$ cat src/rtl/mem_arb_pkg.sv
// Shared types and constants for the two-port memory arbiter.
package mem_arb_pkg;

  localparam int unsigned AW_DEF = 12;
  localparam int unsigned DW_DEF = 16;
  localparam int unsigned WAIT_W = 4;

  typedef enum logic [1:0] {
    ST_IDLE   = 2'b00,
    ST_ACCESS = 2'b01,
    ST_ACK    = 2'b10
  } state_t;

endpackage

$ cat src/rtl/arb_rr2.sv
// Two-way round-robin picker: a lone request wins, a tie goes to the port not served last.
module arb_rr2 (
  input  logic req0,
  input  logic req1,
  input  logic last,
  output logic grant_valid,
  output logic grant_idx
);

  // Pick the winner among the active requests.
  always_comb begin
    grant_valid = req0 | req1;
    grant_idx   = 1'b0;
    if (req0 && req1) begin
      grant_idx = ~last;
    end else if (req1) begin
      grant_idx = 1'b1;
    end
  end

endmodule

$ cat src/rtl/mem_arbiter.sv
// Serializes two masters onto one memory port with round-robin fairness.
module mem_arbiter
  import mem_arb_pkg::*;
#(
  parameter int unsigned AW   = AW_DEF,
  parameter int unsigned DW   = DW_DEF,
  parameter int unsigned WAIT = 1
) (
  input  logic          clock,
  input  logic          reset,
  input  logic          req0,
  input  logic          we0,
  input  logic [AW-1:0] addr0,
  input  logic [DW-1:0] wdata0,
  output logic          ack0,
  output logic [DW-1:0] rdata0,
  input  logic          req1,
  input  logic          we1,
  input  logic [AW-1:0] addr1,
  input  logic [DW-1:0] wdata1,
  output logic          ack1,
  output logic [DW-1:0] rdata1,
  output logic          mw,
  output logic [AW-1:0] maddr,
  output logic [DW-1:0] mwdata,
  input  logic [DW-1:0] mrdata,
  output logic          busy,
  output logic          owner
);

  state_t              state_q, state_d;
  logic                last_q, last_d;
  logic [WAIT_W-1:0]   cnt_q, cnt_d;
  logic                we_q, we_d;
  logic                mw_d, ack0_d, ack1_d, busy_d, owner_d;
  logic [AW-1:0]       maddr_d;
  logic [DW-1:0]       mwdata_d, rdata0_d, rdata1_d;
  logic                grant_valid, grant_idx;

  arb_rr2 u_arb (
    .req0        (req0),
    .req1        (req1),
    .last        (last_q),
    .grant_valid (grant_valid),
    .grant_idx   (grant_idx)
  );

  // Next-state and next-output logic; maddr/mwdata double as the latched request.
  always_comb begin
    state_d  = state_q;
    last_d   = last_q;
    cnt_d    = cnt_q;
    we_d     = we_q;
    maddr_d  = maddr;
    mwdata_d = mwdata;
    owner_d  = owner;
    rdata0_d = rdata0;
    rdata1_d = rdata1;
    mw_d     = 1'b0;
    ack0_d   = 1'b0;
    ack1_d   = 1'b0;
    busy_d   = 1'b0;

    case (state_q)
      ST_IDLE: begin
        if (grant_valid) begin
          state_d  = ST_ACCESS;
          owner_d  = grant_idx;
          we_d     = grant_idx ? we1 : we0;
          maddr_d  = grant_idx ? addr1 : addr0;
          mwdata_d = grant_idx ? wdata1 : wdata0;
          cnt_d    = WAIT_W'(WAIT);
          mw_d     = grant_idx ? we1 : we0;
          busy_d   = 1'b1;
        end
      end
      ST_ACCESS: begin
        busy_d = 1'b1;
        if (cnt_q == '0) begin
          state_d = ST_ACK;
          if (owner) begin
            ack1_d = 1'b1;
            if (!we_q) rdata1_d = mrdata;
          end else begin
            ack0_d = 1'b1;
            if (!we_q) rdata0_d = mrdata;
          end
        end else begin
          cnt_d = cnt_q - WAIT_W'(1);
          mw_d  = we_q;
        end
      end
      ST_ACK: begin
        state_d = ST_IDLE;
        last_d  = owner;
      end
      default: begin
        state_d = ST_IDLE;
      end
    endcase
  end

  // State and output registers with synchronous reset.
  always_ff @(posedge clock) begin
    if (reset) begin
      state_q <= ST_IDLE;
      last_q  <= 1'b1;
      cnt_q   <= '0;
      we_q    <= 1'b0;
      mw      <= 1'b0;
      ack0    <= 1'b0;
      ack1    <= 1'b0;
      busy    <= 1'b0;
      owner   <= 1'b0;
      maddr   <= '0;
      mwdata  <= '0;
      rdata0  <= '0;
      rdata1  <= '0;
    end else begin
      state_q <= state_d;
      last_q  <= last_d;
      cnt_q   <= cnt_d;
      we_q    <= we_d;
      mw      <= mw_d;
      ack0    <= ack0_d;
      ack1    <= ack1_d;
      busy    <= busy_d;
      owner   <= owner_d;
      maddr   <= maddr_d;
      mwdata  <= mwdata_d;
      rdata0  <= rdata0_d;
      rdata1  <= rdata1_d;
    end
  end

endmodule

$ cat config.mk
export PLATFORM = sky130hd
export DESIGN_NAME = mem_arbiter
export DESIGN_NICKNAME = d
export VERILOG_FILES = /design/src/rtl/mem_arb_pkg.sv /design/src/rtl/arb_rr2.sv /design/src/rtl/mem_arbiter.sv
export SDC_FILE = /design/constraint.sdc
export NUM_CORES = 1
export LEC_CHECK = 0
export BUFFER_PORTS_ARGS = -buffer_cell sky130_fd_sc_hd__buf_2
export CAP_MARGIN = 20
export CORE_ASPECT_RATIO = 0.6
export CORE_MARGIN = 2
export CORE_UTILIZATION = 42
export DETAILED_ROUTE_END_ITERATION = 16
export GPL_TIMING_DRIVEN = 0
export PLACE_DENSITY = 0.76
export SLEW_MARGIN = 20
export SYNTH_ARGS = -nofsm -noshare
export SYNTH_HDL_FRONTEND = slang
export SYNTH_SLANG_ARGS = --single-unit
$ cat constraint.sdc
create_clock -name clock -period 1.7 [get_ports clock]
set_input_delay 0.34 -clock clock [delete_from_list [all_inputs] [get_ports clock]]
set_output_delay 0.34 -clock clock [all_outputs]
set_load 0.02 [all_outputs]
# == Yosys cells after proc, flatten, opt, wreduce, memory -nomap -nowiden ==
# Index checks and enable logic that the tools add are counted.
# word_totals
output_inout_bits,65
inputBits,78
reg_bits,73
wordCells,53
# op_classes
eq_ne,5
bitwise,6
addsub,1
muxes,18
n_reduce_logical,10
# op_table
op,n
two-way mux 16 bit,1
two-way mux 12 bit,1
two-way mux 1 bit,8
two-way mux 4 bit,2
one-hot mux 4 bit (2 select lines),1
AND reduction 4 bit,2
inequality test 2 bit (second input constant),3
NOT 1 bit,5
logical NOT 4 bit,1
two-way mux 2 bit,2
one-hot mux 1 bit (2 select lines),2
one-hot mux 2 bit (2 select lines),1
AND reduction 2 bit,2
subtractor 4 x 1 -> 4 bit (second input constant),1
AND reduction 3 bit,1
OR reduction 3 bit,1
equality test 2 x 1 -> 1 bit (second input constant),1
equality test 2 bit (second input constant),1
logical NOT 2 bit,1
nonzero test 2 bit,1
logical AND 1 bit,1
bitwise OR 1 bit,1

# == Logic depth before layout (Yosys ltp) ==
# Gate-level depths: netlist of the first run.
# logic_depth
ltp_word,5
depth_mapped,6
mapped_depth_nobuf,5

# == By module ==
# A second synthesis of the first run with hierarchy kept.
# unflattened
hier_cells,311
hier_area_um2,3001.6
# modules_own_cells
mod,area_each_um2,instances,seq_area_each_um2,cells_each
mem_arbiter,2987.9,1,1461.4,309
arb_rr2,13.8,1,0.0,2

# == Least setup slack after synthesis of the first run ==
# Ideal clock, no wire load.
# synth_timing
path_type,reg2reg
startpoint,reg cnt_q[0]
endpoint,reg rdata0[10]
t_required_ns,1.628
n_path_buf,1
arrival_time_ns,1.639
path_stages_with_launch,7
setup_time_ns,0.072
synth_period_minus_slack_ns,1.710
slack_ns,-0.010
path_cell_list,dfxtp_1 inv_1 ha_1 or3b_4 nor4_4 buf_6 mux2i_1
# synth_between
elab_chain_cells,2
# synth_lines
element,line_no,source
start: declaration,mem_arbiter.sv:33,"logic [WAIT_W-1:0] cnt_q, cnt_d;"
start signal: assignment,mem_arbiter.sv:122,cnt_q <= cnt_d;
logical NOT 4 bit,mem_arbiter.sv:79,if (cnt_q == '0) begin
AND reduction 4 bit (no source line),--,
end signal: assignment,mem_arbiter.sv:131,rdata0 <= rdata0_d;
end: declaration,mem_arbiter.sv:16,"output logic [DW-1:0] rdata0,"
# Every way passes these cells.
# A chain may end at the register's enable or synchronous reset.

# == Final worst setup path of the first run ==
# layout_timing
startpoint,reg cnt_q[0]
endpoint,reg cnt_q[3]
# layout_between
elab_chain_cells,3
elab_cells_between_ends,6
cone_classes,1 x add/sub; 1 x eq/ne; 2 x mux; 2 x reduce/logical
# layout_lines
element,line_no
subtractor 4 x 1 -> 4 bit / logical NOT 4 bit (equally long branches),"mem_arbiter.sv:89, mem_arbiter.sv:79"
two-way mux 4 bit / inequality test 2 bit (equally long branches),--
one-hot mux 4 bit (2 select lines) / AND reduction 3 bit (equally long branches),--
# Parallel ways exist; a longest one is shown, timed or not. The select of a mux whose other input is x is not followed.

==> results of run 1 <==
[worst max-delay path by stage]
stage                               start                 endpoint
floorplan           cnt_q[0]$_SDFFE_PP0P_  rdata0[10]$_SDFFE_PP0P_
global placement    cnt_q[0]$_SDFFE_PP0P_   rdata1[7]$_SDFFE_PP0P_
detailed placement  cnt_q[0]$_SDFFE_PP0P_   rdata1[4]$_SDFFE_PP0P_
CTS                 cnt_q[0]$_SDFFE_PP0P_  rdata0[14]$_SDFFE_PP0P_
global route        cnt_q[0]$_SDFFE_PP0P_  rdata0[14]$_SDFFE_PP0P_
finish              cnt_q[0]$_SDFFE_PP0P_    cnt_q[3]$_SDFFE_PP0P_
[what timing repair did]
item                                    in CTS  in global routing
gates resized for setup                     10                  5
endpoints found under the setup margin      23                 33
cloned                                       1                  0
buffers inserted                             5                  3
hold endpoints to repair                     0                  0
pin swaps                                    1                  2
[critical path, delay by kind of cell (launching register included)]
family	cells	cell delay, ns
compound gates	1	0.13
buf+inv	3	0.32
flops	1	0.34
simple gates	2	0.67
fa+ha+maj	1	0.15
[cell families (layout without fill, tap and decap cells)]
kind of cell | count (synthesis) | count (layout) | share of synthesized area
adder cells (fa/ha/maj) | 2 | 2 | 0.00821
multiplexers | 61 | 61 | 0.200
AND/OR/NAND/NOR | 72 | 72 | 0.154
flip-flops | 73 | 73 | 0.480
buffers and inverters | 23 | 190 | 0.0337
AO/OA/AOI/OAI | 48 | 48 | 0.124
[layer usage]
metal	vias to the layer above	track usage
li1	1317	-
met1	1293	0.275
met2	73	0.333
met3	6	0.0365
met4	0	0.0447
met5	-	0
[metrics by stage]
step / instance area, um^2 / util / setup TNS, ns / total power [mW] / instances
2_1_floorplan: 3050 / - / 0 / 2.50 / 279
3_3_place_gp: 3870 / 0.564 / -2.42 / 2.79 / 508
3_5_place_dp: 3870 / 0.564 / -2.90 / 2.81 / 508
4_1_cts: 4240 / 0.620 / -0.0433 / 4.76 / 530
5_1_grt: 4280 / 0.625 / -0.494 / 4.95 / 533
6_report: 4280 / 0.625 / 0 / 4.75 / 533
[final cells by class]
class	count	share of cell area
plain buffers	19	0.0214
clock buffers	10	0.0559
clock inverters	6	0.0155
inverters	4	0.00351
multi-input cells	183	0.353
flip-flops and latches	73	0.342
well taps	87	0.0254
repair buffers	151	0.183
[sequential cells by signal, indices dropped and copies added (netlist names), 2 cells and up]
name / flops
state_q: 2
mwdata: 16
maddr: 12
rdata0: 16
cnt_q: 4
rdata1: 16
[power by group through the flow]
stage / sequential [mW] / clock, mW / combinational, mW
global route: 1.96 / 2.01 / 0.992
finish: 1.94 / 1.89 / 0.924
detailed placement: 1.97 / 0 / 0.847
global placement: 1.96 / 0 / 0.827
floorplan: 2.11 / 0 / 0.386
CTS: 1.94 / 1.93 / 0.895
[cells in the mapped netlist, types with 2 or more instances]
library cell  instances  area [um^2]
mux2i_1              61          611
nor2b_1               2         12.5
ha_1                  2         25.0
dfxtp_1              73         1460
nand3b_1              3         22.5
or3_1                 2         12.5
o21ai_0               3         15.0
a21oi_1               6         30.0
buf_2                 7         35.0
clkbuf_1             11         41.3
inv_1                 4         15.0
nand2_1               4         15.0
and3_1                2         12.5
or4_1                 2         15.0
nand2b_1             49          307
nor2_1                2         7.51
o2bb2ai_1            28          245
==> results.cfg, run 1 <==
[clock_tree]
clockBufferDepth = 2
clock-root-buffer = clkbuf_16
cts_sinks = 73
hold_buffers = 0
cts_buffers = 9
cts.clk_slew.worst_paths_ns = 0.06
clk_latency_ns = 0.32
cts.htree.levels = 3
cts_tree = built

[timing]
setup_viol_count_final = 0
finClkSkew_ns = 0.00653
finalHoldViolCount = 0
rsz0062_at_grt = true
period_share = 0.993
worstMarginPinSlew_ns = 0.483
drv_slew = 0
maxSlewHeadroom = 0.678
fin_ws_ns = 0.0125
holdWs_ns = 0.285
period_needed_ns = 1.69
max_freq_mhz = 593

[power]
ir_drop_v = 0.000489
power.share.sequential = 0.408
power.share.clock = 0.398
p_sw_mw = 1.31
p_int_mw = 3.44
power_switching_share = 0.277
power.leakage_nw = 2.04
p_per_area_mw_per_mm2 = 1110
pwr-share-comb = 0.194

[drt]
vias = 2689
viasPerCell = 5.05
routed.top_layer = met4
wl_met2_mm = 3.81
finalWirelength_mm = 8.03
detail-route-antenna-nets = 0
drt-met1-wl_mm = 3.83
wl_per_cell_um = 15.1
first_pass_iters = 4
initialDrtViolationCount = 88
wl_met3_um = 338
drc = 0

[logic_synthesis]
synth-edff-count = 0
yosysWarnings = 0
synth_flop_cell = dfxtp_1
async_flop_share = 0
synth_cell_type_count = 35
synthCells = 279
ys_ff_latch = 73
syn_area_mm2 = 0.00305
synthesis.nets = 359
synth_area_per_cell_um2 = 10.9
synth_seq_area_share = 0.480

[min_path]
hp-start = wdata0[4]
whs_path_depth = 3
worstHoldPathType = in -> reg
holdPathEnd = mwdata[4]$_SDFFE_PP0N_

[setup_path]
crit_chain = inv_2 > ha_4 > buf_4 > nor3b_4 > buf_4 > or4_1 > a21oi_2
r2r_end = cnt_q[3]$_SDFFE_PP0P_
crit_type = reg -> reg
slowest_stage = or4_1
required_ns = 1.96
start_kind = flop
r2r_start = cnt_q[0]$_SDFFE_PP0P_
cp_slowest_stage_delay_ns = 0.51
crit_top_cell = buf_4
worstPathArrival_ns = 1.94
critPathMaxFanout = 6
reg2reg_depth = 7
r2r_setup_slack_ns = 0.01
cp-end-kind = flop

[finish]
num-nets-final = 521
final_common_cell = buf_2
multi_input_area_mm2 = 0.00151
syn2layout_area_growth_pct = 40.4
drive_gt1_frac = 0.424
diodes = 0
seq_area_mm2 = 0.00147
layout_common_cells = buf_2, dfxtp_1, mux2i_1
nFillCells = 574

[global_routing]
track_usage = 0.202
grt_pass1_vias = 2711
grt_max_degree = 14
grt_overflow = 0
grt_pass1_wl_mm = 13.1
antenna_found_initial = 0

[placement]
dp_worst_setup_slack_ns = -0.181
place_hpwl_mm = 6.08
gp_congestion = 0.800
port_buffers = 142

[floorplanning]
die_w_um = 114
row_count = 23
ios = 143
die_h_um = 70.0
die_area_mm2 = 0.00797
core_region_area_mm2 = 0.00685
initial_utilization = 0.445

[status]
status = finished, final reports clean

[flow_run]
maxCapViolCount = 0
Power figures use the tool's default switching activity.
==> run 2: changes to the inputs <==
- CELL_PAD_IN_SITES_DETAIL_PLACEMENT: not set -> 1
- CELL_PAD_IN_SITES_GLOBAL_PLACEMENT: not set -> 2
- CORE_UTILIZATION: 42 -> 24
- PLACE_DENSITY: 0.76 -> not set
- PLACE_DENSITY_LB_ADDON: not set -> 0.1
==> run 2 against run 1 <==
  * Register-to-register slack gained 0.07 ns
  * First-iteration DRC count shrank 19%
  * Setup slack gained 0.068 ns
==> results.cfg, run 2 (same netlist as run 1, synthesis figures left out) <==
[status]
status = finished, final reports clean

[timing]
maxSlewHeadroom = 0.688
max_freq_mhz = 618
setup_viol_count_final = 0
rsz0062_at_grt = true
drv_slew = 0
period_needed_ns = 1.62
holdWs_ns = 0.273
period_share = 0.952
worstMarginPinSlew_ns = 0.467
finalHoldViolCount = 0
finClkSkew_ns = 0.0120

[setup_path]
r2r_start = cnt_q[1]$_SDFFE_PP0P_
crit_type = reg -> reg
critPathMaxFanout = 5
reg2reg_depth = 6
worstPathArrival_ns = 1.88
cp-end-kind = flop
start_kind = flop
r2r_end = rdata0[3]$_SDFFE_PP0P_
r2r_setup_slack_ns = 0.08
startpoint = cnt_q[1]$_SDFFE_PP0P_
required_ns = 1.96

[drt]
finalWirelength_mm = 9.26
first_pass_iters = 4
vias = 2608
wl_met2_mm = 3.88
routed.top_layer = met4
wl_per_cell_um = 15.3
initialDrtViolationCount = 71
detail-route-antenna-nets = 0
wl_met3_um = 619
viasPerCell = 4.31
drc = 0
drt-met1-wl_mm = 4.67

[floorplanning]
ios = 143
die_w_um = 149
die_h_um = 91.3
die_area_mm2 = 0.0136
initial_utilization = 0.249
core_region_area_mm2 = 0.0122
row_count = 31

[placement]
place_area_mm2 = 0.00396
gp_congestion = 0.722
dp_cells = 586
port_buffers = 142
place_hpwl_mm = 7.05

[power]
power.leakage_nw = 2.02
ir_drop_v = 0.000449
p_per_area_mw_per_mm2 = 1060

[clock_tree]
cts.clk_slew.worst_paths_ns = 0.06
clockBufferDepth = 2
cts_sinks = 73
hold_buffers = 0
cts_tree = built
clock-root-buffer = clkbuf_16
cts.htree.levels = 3
clk_latency_ns = 0.33
cts_buffers = 9

[finish]
top_regs = mwdata x16, rdata0 x16, rdata1 x16
fin_cells = 605
num-nets-final = 516
drive_gt1_frac = 0.414
diodes = 0
final_area_mm2 = 0.00432
layout_common_cells = buf_2, dfxtp_1, mux2i_1
syn2layout_area_growth_pct = 41.7
final_common_cell = buf_2

[global_routing]
grt_pass1_vias = 2669
grt_overflow = 0
grt_max_degree = 20
antenna_found_initial = 0
grt_pass1_wl_mm = 14.4
track_usage = 0.138

[min_path]
holdPathEnd = maddr[7]$_SDFFE_PP0N_
hp-start = addr0[7]
whs_path_depth = 3
worstHoldPathType = in -> reg

[flow_run]
maxCapViolCount = 0
-- run 2: changes by cell type in the layout (fill, tap and decap cells not counted), sizes merged --
cell / before / now
bufinv: 1 / 0
clkinvlp: 3 / 1
clkinv: 1 / 2
buf: 159 / 154
clkbuf: 21 / 23
inv: 5 / 4
-- run 2: metrics by stage --
step / util / setup WS (ns) / power [mW] / TNS, ns
6_report: 0.353 / 0.0810 / 4.57 / 0
5_1_grt: 0.353 / -0.0108 / 4.82 / -0.0108
4_1_cts: 0.352 / -0.0854 / 4.63 / -1.00
3_5_place_dp: 0.324 / -0.321 / 2.84 / -5.41
3_3_place_gp: 0.324 / -0.290 / 2.83 / -4.53
2_1_floorplan: - / 0.0652 / 2.50 / 0
-- run 2: final cells by class --
cell class / instances / area, um^2
Sequential cell: 73 / 1460
Timing Repair Buffer: 148 / 759
Multi-Input combinational cell: 183 / 1520
Clock buffer: 12 / 246
Tap cell: 165 / 206
Fill cell: 1441 / 7900
Buffer: 17 / 90.1
Inverter: 4 / 15.0
Clock inverter: 3 / 17.5
-- run 2: power by group --
group	leakage, nW	internal [mW]	switching [mW]
Clock	0.128	1.02	0.707
Combinational	1.29	0.389	0.521
Sequential	0.597	1.85	0.0814
-- run 2: how the worst max path moves through the flow --
stage	slack [ns]	cells after the start	end
3_3_place_gp	-0.29	6	rdata1[7]$_SDFFE_PP0P_
4_1_cts	-0.09	6	rdata0[13]$_SDFFE_PP0P_
3_5_place_dp	-0.32	6	rdata1[8]$_SDFFE_PP0P_
2_1_floorplan	0.07	6	rdata0[10]$_SDFFE_PP0P_
6_report	0.08	6	rdata0[3]$_SDFFE_PP0P_
5_1_grt	-0.01	6	rdata0[13]$_SDFFE_PP0P_
-- run 2: metal layers --
metal	global-route usage	vias to the layer above
li1	-	1305
met1	0.195	1223
met2	0.193	72
met3	0.0538	8
met4	0.0381	0
met5	0	-
-- run 2: worst max-delay path, stage by stage (launching register included) --
cell and delay (ns):
dfxtp_2 0.32, inv_2 0.07, ha_4 0.13, or3b_4 0.40, nor4_4 0.24, buf_6 0.21
mux2i_1 0.19
-- run 2: what timing repair did --
| item | CTS | global route |
|---|---|---|
| setup endpoints to repair | 36 | 34 |
| pin swaps | 2 | 1 |
| setup buffers | 5 | 0 |
| resized for setup | 11 | 7 |
| endpoints found under the hold margin | 0 | 0 |
| cloned | 1 | 0 |
